[src/rtl/lcd_hd44780_driver.sv]
// HD44780 16x2 character LCD driver, 8-bit write-only bus.
// Runs the power-up init once, then refreshes both lines from a per-frame snapshot forever.
module lcd_hd44780_driver #(
  parameter int PWRUP_CYC = 1_000_000,
  parameter int EN_CYC    = 25,
  parameter int SETUP_CYC = 2,
  parameter int WAIT_CYC  = 2_500,
  parameter int CLR_CYC   = 100_000
) (
  input  logic         clk,
  input  logic         rst_n,
  input  logic [127:0] L1,
  input  logic [127:0] L2,
  output logic [7:0]   lcd_data,
  output logic         lcd_rs,
  output logic         lcd_rw,
  output logic         lcd_en,
  output logic         lcd_on,
  output logic         init_done,
  output logic         frame_done
);

  localparam int MAX_CYC = (PWRUP_CYC > CLR_CYC) ? PWRUP_CYC : CLR_CYC;
  localparam int CW      = $clog2(MAX_CYC + 1);

  typedef enum logic [2:0] {
    ST_PWRUP, ST_INIT, ST_L1_ADDR, ST_L1_CHR, ST_L2_ADDR, ST_L2_CHR
  } state_t;

  // PH_WAIT covers the power-up delay and the one-cycle snapshot slot before 0x80.
  typedef enum logic [1:0] {PH_WAIT, PH_SETUP, PH_EN, PH_GAP} phase_t;

  state_t         state_q, state_d, nxt_state;
  phase_t         phase_q, phase_d;
  logic [CW-1:0]  cnt_q, cnt_d;
  logic [4:0]     idx_q, idx_d, nxt_idx;
  logic [7:0]     data_q, data_d, sel_data;
  logic           rs_q, rs_d, sel_rs;
  logic           en_q, en_d;
  logic           on_q;
  logic           init_q, init_d;
  logic           frame_q, frame_d;
  logic [127:0]   l1_q, l1_d, l2_q, l2_d;
  logic           start;
  logic           is_clr;
  logic [7:0]     l1_chr [16];
  logic [7:0]     l2_chr [16];

  generate
    for (genvar gi = 0; gi < 16; gi++) begin : g_chr
      assign l1_chr[gi] = l1_q[127-8*gi -: 8];
      assign l2_chr[gi] = l2_q[127-8*gi -: 8];
    end
  endgenerate

  assign is_clr = !rs_q && (data_q == 8'h01);

  always_comb begin
    state_d   = state_q;
    phase_d   = phase_q;
    cnt_d     = cnt_q;
    idx_d     = idx_q;
    data_d    = data_q;
    rs_d      = rs_q;
    init_d    = init_q;
    frame_d   = 1'b0;
    l1_d      = l1_q;
    l2_d      = l2_q;
    start     = 1'b0;
    nxt_state = state_q;
    nxt_idx   = idx_q;
    sel_data  = 8'h00;
    sel_rs    = 1'b0;

    if (cnt_q != '0) begin
      cnt_d = cnt_q - 1'b1;
    end else begin
      unique case (phase_q)
        PH_WAIT: begin
          start   = 1'b1;
          nxt_idx = '0;
          if (state_q == ST_PWRUP) begin
            nxt_state = ST_INIT;
          end else begin
            l1_d      = L1;
            l2_d      = L2;
            nxt_state = ST_L1_ADDR;
          end
        end
        PH_SETUP: begin
          phase_d = PH_EN;
          cnt_d   = CW'(EN_CYC - 1);
        end
        PH_EN: begin
          phase_d = PH_GAP;
          cnt_d   = is_clr ? CW'(CLR_CYC - 1) : CW'(WAIT_CYC - 1);
        end
        PH_GAP: begin
          start   = 1'b1;
          nxt_idx = '0;
          case (state_q)
            ST_INIT: begin
              if (idx_q != 5'd3) begin
                nxt_idx = idx_q + 5'd1;
              end else begin
                start   = 1'b0;
                init_d  = 1'b1;
                state_d = ST_L1_ADDR;
                phase_d = PH_WAIT;
              end
            end
            ST_L1_ADDR: nxt_state = ST_L1_CHR;
            ST_L1_CHR: begin
              if (idx_q != 5'd15) nxt_idx = idx_q + 5'd1;
              else                nxt_state = ST_L2_ADDR;
            end
            ST_L2_ADDR: nxt_state = ST_L2_CHR;
            ST_L2_CHR: begin
              if (idx_q != 5'd15) begin
                nxt_idx = idx_q + 5'd1;
              end else begin
                start   = 1'b0;
                frame_d = 1'b1;
                state_d = ST_L1_ADDR;
                phase_d = PH_WAIT;
              end
            end
            default: start = 1'b0;
          endcase
        end
      endcase
    end

    case (nxt_state)
      ST_INIT: begin
        case (nxt_idx[1:0])
          2'd0:    sel_data = 8'h38;
          2'd1:    sel_data = 8'h0C;
          2'd2:    sel_data = 8'h01;
          default: sel_data = 8'h06;
        endcase
      end
      ST_L1_ADDR: sel_data = 8'h80;
      ST_L1_CHR: begin
        sel_data = l1_chr[nxt_idx[3:0]];
        sel_rs   = 1'b1;
      end
      ST_L2_ADDR: sel_data = 8'hC0;
      ST_L2_CHR: begin
        sel_data = l2_chr[nxt_idx[3:0]];
        sel_rs   = 1'b1;
      end
      default: sel_data = 8'h00;
    endcase

    if (start) begin
      state_d = nxt_state;
      idx_d   = nxt_idx;
      phase_d = PH_SETUP;
      cnt_d   = CW'(SETUP_CYC - 1);
      data_d  = sel_data;
      rs_d    = sel_rs;
    end

    en_d = (phase_d == PH_EN);
  end

  always_ff @(posedge clk or negedge rst_n) begin
    if (!rst_n) begin
      state_q <= ST_PWRUP;
      phase_q <= PH_WAIT;
      cnt_q   <= CW'(PWRUP_CYC - 1);
      idx_q   <= '0;
      data_q  <= 8'h00;
      rs_q    <= 1'b0;
      en_q    <= 1'b0;
      on_q    <= 1'b0;
      init_q  <= 1'b0;
      frame_q <= 1'b0;
      l1_q    <= '0;
      l2_q    <= '0;
    end else begin
      state_q <= state_d;
      phase_q <= phase_d;
      cnt_q   <= cnt_d;
      idx_q   <= idx_d;
      data_q  <= data_d;
      rs_q    <= rs_d;
      en_q    <= en_d;
      on_q    <= 1'b1;
      init_q  <= init_d;
      frame_q <= frame_d;
      l1_q    <= l1_d;
      l2_q    <= l2_d;
    end
  end

  assign lcd_data   = data_q;
  assign lcd_rs     = rs_q;
  assign lcd_rw     = 1'b0;
  assign lcd_en     = en_q;
  assign lcd_on     = on_q;
  assign init_done  = init_q;
  assign frame_done = frame_q;

endmodule
[config.mk]
export PLATFORM = sky130hd
export DESIGN_NAME = lcd_hd44780_driver
export DESIGN_NICKNAME = d
export VERILOG_FILES = /design/src/rtl/lcd_hd44780_driver.sv
export SDC_FILE = /design/constraint.sdc
export NUM_CORES = 1
export LEC_CHECK = 0
export CORE_ASPECT_RATIO = 0.8
export CORE_MARGIN = 2
export CORE_UTILIZATION = 47
export DETAILED_ROUTE_END_ITERATION = 12
export PLACE_DENSITY = 0.73
export SLEW_MARGIN = 0
export SYNTH_ARGS = -nofsm -noshare
export SYNTH_HDL_FRONTEND = slang
export SYNTH_SLANG_ARGS = --single-unit
[constraint.sdc]
create_clock -name clk -period 3 [get_ports clk]
set_input_delay 0.3 -clock clk [delete_from_list [all_inputs] [get_ports clk]]
set_output_delay 0.3 -clock clk [all_outputs]
set_load 0.02 [all_outputs]
# == Word level (Yosys, flattened, before mapping) ==
# Index checks and enable logic that the tools add are counted.
# Widths: inputs -> output; s select.
# word_totals
wordCells,103
ff_bits,299
out_inout_bits,14
in_bits,258
# classes
bitwise_logic,4
mux,44
magnitude_cmp,1
eq_ne,22
addsub,2
reduce_logical,17
# op_table
op,n
$bmux 8 s4,2
$mux 20,2
$pmux 20 s2,1
$pmux 8 s5,1
$mux 8,4
$mux 3,7
$pmux 5 s2,2
$reduce_bool 20->1,1
$sub 20x1->20 const B,1
$pmux 6 s3,1
$mux 17,1
$eq 3x2->1 const B,4
$eq 3x3->1 const B,4
$pmux 3 s2,2
$mux 2,5
$mux 5,2
$pmux 3 s3,1
$eq 2x2->1 const B,4
$eq 8x1->1 const B,1
$mux 1,8
$eq 3x1->1 const B,2
$ne 3x3->1 const B,2
$pmux 2 s3,1
$reduce_and 3->1,2
other kinds (23),29

# == Logic depth before layout (Yosys ltp) ==
# logic_depth
depth_word,10
mapped_depth,16
ltp_nobuf,12

# == Worst setup path after synthesis ==
# No wires, ideal clock.
# synth_path
path_kind,register to register
startpoint,reg idx_q[0]
endpoint,reg data_q[4] (netlist: lcd_data[4])
path_stages_with_launch,15
slack_ns,-0.099
synth_period_minus_slack_ns,3.099
arrival_time_ns,2.969
path_buffers,2
setup_time_ns,0.130
t_required_ns,2.870
cell_sequence,dfrtp_1 ha_1 and3_1 ha_1 and3b_1 a22oi_2 or4_1 and2_4 buf_6 buf_6 o22ai_2 nor3_1 or3_1 nand3_1 nand3_1
# synth_between
elab_chain_len,10
elab_cells_between_ends,34
cone_classes,add/sub (1); eq/ne (9); mux (22); bitwise (1); reduce/logical (1)
# synth_rtl
item,line,source
start: declaration,36,"logic [4:0] idx_q, idx_d, nxt_idx;"
start signal: assignment,186,idx_q <= idx_d;
$add 5x1->5 (tied with other cells),"104, 114, 120",
$mux 5 (on tied branches),"114, 119, 103",
$pmux 5 s2,101,case (state_q)
$pmux 5 s2,78,unique case (phase_q)
$mux 4,75,if (cnt_q != '0) begin
$not 4->5 (implied by the code),"145, 150",
$bmux 8 s4 (on tied branches),"150, 145",
$mux 8 (on tied branches) (2 in series),"150, 145",
$pmux 8 s5,134,case (nxt_state)
end signal: assignment,187,data_q <= data_d;
end: declaration,37,"logic [7:0] data_q, data_d, sel_data;"
# Several ways; a longest one is shown, not always the timed one. The select of a mux whose other input is x is not followed.
# A chain may end at the register's enable or synchronous reset.

# == Worst setup path in the final report ==
# layout_path
startpoint,reg idx_q[1]
endpoint,reg data_q[5] (netlist: lcd_data[5])
# Same word-level chain as after synthesis.

==> reports/metrics.yaml <==
critPathKind: "reg -> reg"
power.switching_mw: 1.84
die_w_um: 198
post-place-ws_ps: -254
pwr-share-seq_pct: 44.7
fin_skew_ps: 29.6
min_path_type: "in -> reg"
track_usage_pct: 30.8
ys_seq_area_share_pct: 53.1
grt_pass1_vias: 14078
slew_headroom_pct: 48.3
final_core_util_pct: 69.3
startpoint_type: "flip-flop"
drive_gt1_share_pct: 16.7
p_int_mw: 7.19
final_common_cell: "nand2_1"
finalMaxSlewViolations: 0
postSynthAreaPerCell_um2: 8.20
layoutNonFillerInstCount: 2517
period_minus_slack_ps: 3090
cts_tree: "built"
rsz0062_at_grt: "yes"
status: "complete, but fails checks"
grt_max_degree: 96
syn_nets: 1988
antenna_found_initial: 0
synthDistinctLibCells: 79
hold_viol_final: 0
tns_ps: -405
place_inst: 2433
fin_crit_sh_pct: 103
synth-edff-count: 0
cp_data_arrival_time_ps: 3620
die_height_um: 159
std_cell_rows: 56
clk_latency_ps: 590
core_region_area_um2: 29400
hold_slack_ps: 238
fin_ws_ps: -85.5
p_leak_nw: 8.68
cts.sinks: 299
yosys_most_used_dff: "dfrtp_1"
crit_path_end_kind: "flip-flop"
drv_cap: 0
antenna_left: 0
viasPerCell: 5.57
placed_cell_area_um2: 18400
failed_checks: "setup timing"
drt_iter0_drc: 1105
route.detailed.drc: 0
path_max_fanout: 6
fillerInstances: 2316
die_area_um2: 31500
critPathRequiredTime_ps: 3530
synth_warnings: 0
path_clk_slew_ps: 70
ios: 272
swShare_pct: 20.4
power_density_nw_per_um2: 442
finalWeightedCongestion: 0.922
layout.nets: 2382
dp_hpwl_mm: 35.7
clockPowerShare_pct: 50.5
final_cell_mix: "nand2_1 (821), dfrtp_1 (286), clkdlybuf4s50_1 (269)"
ys_ff_latch: 299
clockBufferDepth: 3
design_area_um2: 20400
netlist_area_um2: 14100
grt_pass1_wl_mm: 76.1
wl_per_cell_um: 19.4
root_buffer: "clkbuf_16"
htreeDepth: 1
vias: 14021
dr.pass1.iters: 5
wl_mm: 48.8
postSynthCellCount: 1722
fmax_mhz: 324
async_reset_ff_share_pct: 100
total_power_mw: 9.03
start_util_pct: 48.0
tightest_slew_ps: 769
cts_inserted_buffers: 30
io_buffer_count: 270
area_growth_pct: 44.4
n_antenna_cell: 0
combPwrFrac_pct: 4.8
grt_overflow: 0
setup_viol: 8
vdd_drop_max_mv: 0.526
cell usage after synthesis (all sizes together) (3+ instances only):
master  instances  area [um^2]
a21o            4         30.0
a21oi          24          120
a221oi          3         32.5
a22o            3         26.3
a22oi          23          178
a311oi          3         26.3
a31oi           9         56.3
and2            4         27.5
and3            6         37.5
buf            39          231
clkbuf         70          263
dfrtp         287         7180
dfstp          12          315
ha              8          100
inv            15         56.3
mux2i           5         50.1
nand2         823         3090
nand3          29          150
nor2           61          229
nor2b           7         43.8
nor3           52          288
nor4            9         77.6
o211ai          5         37.5
o21ai          56          284
o221ai          4         35.0
o22a            3         26.3
o22ai          92          588
o31ai           5         37.5
o41ai           3         26.3
or2             3         18.8
or3            14         87.6
or4             6         52.6
worst paths after layout:
kind	start	endpoint	slack [ps]	cells past startpoint
worst max-delay path	idx_q[1]$_DFFE_PN0N_	lcd_data[5]$_DFFE_PN0N_	-90	14
worst min-delay path	L2[66]	l2_chr[66]$_DFFE_PN0P_	240	3
worst max register to register	idx_q[1]$_DFFE_PN0N_	lcd_data[5]$_DFFE_PN0N_	-90	14
worst min register to register	l1_chr[56]$_DFFE_PN0P_	l1_chr[56]$_DFFE_PN0P_	460	2
max in group asynchronous	rst_n	lcd_data[4]$_DFFE_PN0N_	1750	3
min in group asynchronous	rst_n	lcd_en$_DFF_PN0_	370	2
power by group through the flow:
stage	logic (mW)	registers, mW	clock network (mW)
2_1_floorplan	0.00598	4.11	0
3_3_place_gp	0.438	4.11	0
3_5_place_dp	0.441	4.11	0
4_1_cts	0.445	4.03	4.58
5_1_grt	0.472	4.03	4.75
6_report	0.437	4.03	4.56
cells by family after synthesis:
| family | synth area share (%) |
|---|---|
| other | 0.0532 |
| multiplexers | 0.354 |
| AO/OA/AOI/OAI | 11.9 |
| adder cells (fa/ha/maj) | 0.780 |
| AND/OR/NAND/NOR | 29.8 |
| flip-flops | 53.1 |
| XOR/XNOR | 0.186 |
| buffers and inverters | 3.90 |
layer usage:
layer	vias up	GRT usage, %	wire length [um]	part of all wire (%)
met1	6715	44.0	21100	43
met5	-	0	0	0
li1	6526	-	-	-
met2	671	48.9	22400	46
met4	0	8.95	1490	3.0
met3	109	4.89	3800	7.8
timing repair:
action	4_1_cts	5_1_grt
hold buffers	1	0
buffers inserted	12	16
pin swaps	39	31
gates cloned	1	0
resized for setup	60	48
endpoints found under the setup margin	8	12
hold endpoints to repair	83	0
critical path: stages, from the launching register on:
cell and delay (ps):
dfrtp_1 380, ha_2 190, and3_4 190, ha_4 170
and3b_1 240, a22oi_2 90, buf_4 160, o211ai_1 200
and2_4 270, buf_4 140, o22ai_1 60, or3_1 310
a221o_1 420, nand3_2 120, a21o_1 90
final cells by class:
type / count / area (um^2) / area share, %
Clock buffer: 39 / 845 / 4.14
Clock inverter: 17 / 368 / 1.80
Inverter: 15 / 56.3 / 0.276
Multi-Input combinational cell: 1300 / 6560 / 32.2
Sequential cell: 299 / 7500 / 36.8
Tap cell: 377 / 472 / 2.31
Timing Repair Buffer: 470 / 4600 / 22.5
sequential cells by signal, summed over array words and instances (netlist names):
register / cells
cnt_q: 20
frame_done: 1
idx_q: 5
init_done: 1
l1_chr: 128
l2_chr: 128
lcd_data: 8
lcd_en: 1
lcd_on: 1
lcd_rs: 1
phase_q: 2
state_q: 3
No activity file was read; power rests on OpenSTA's default activity.
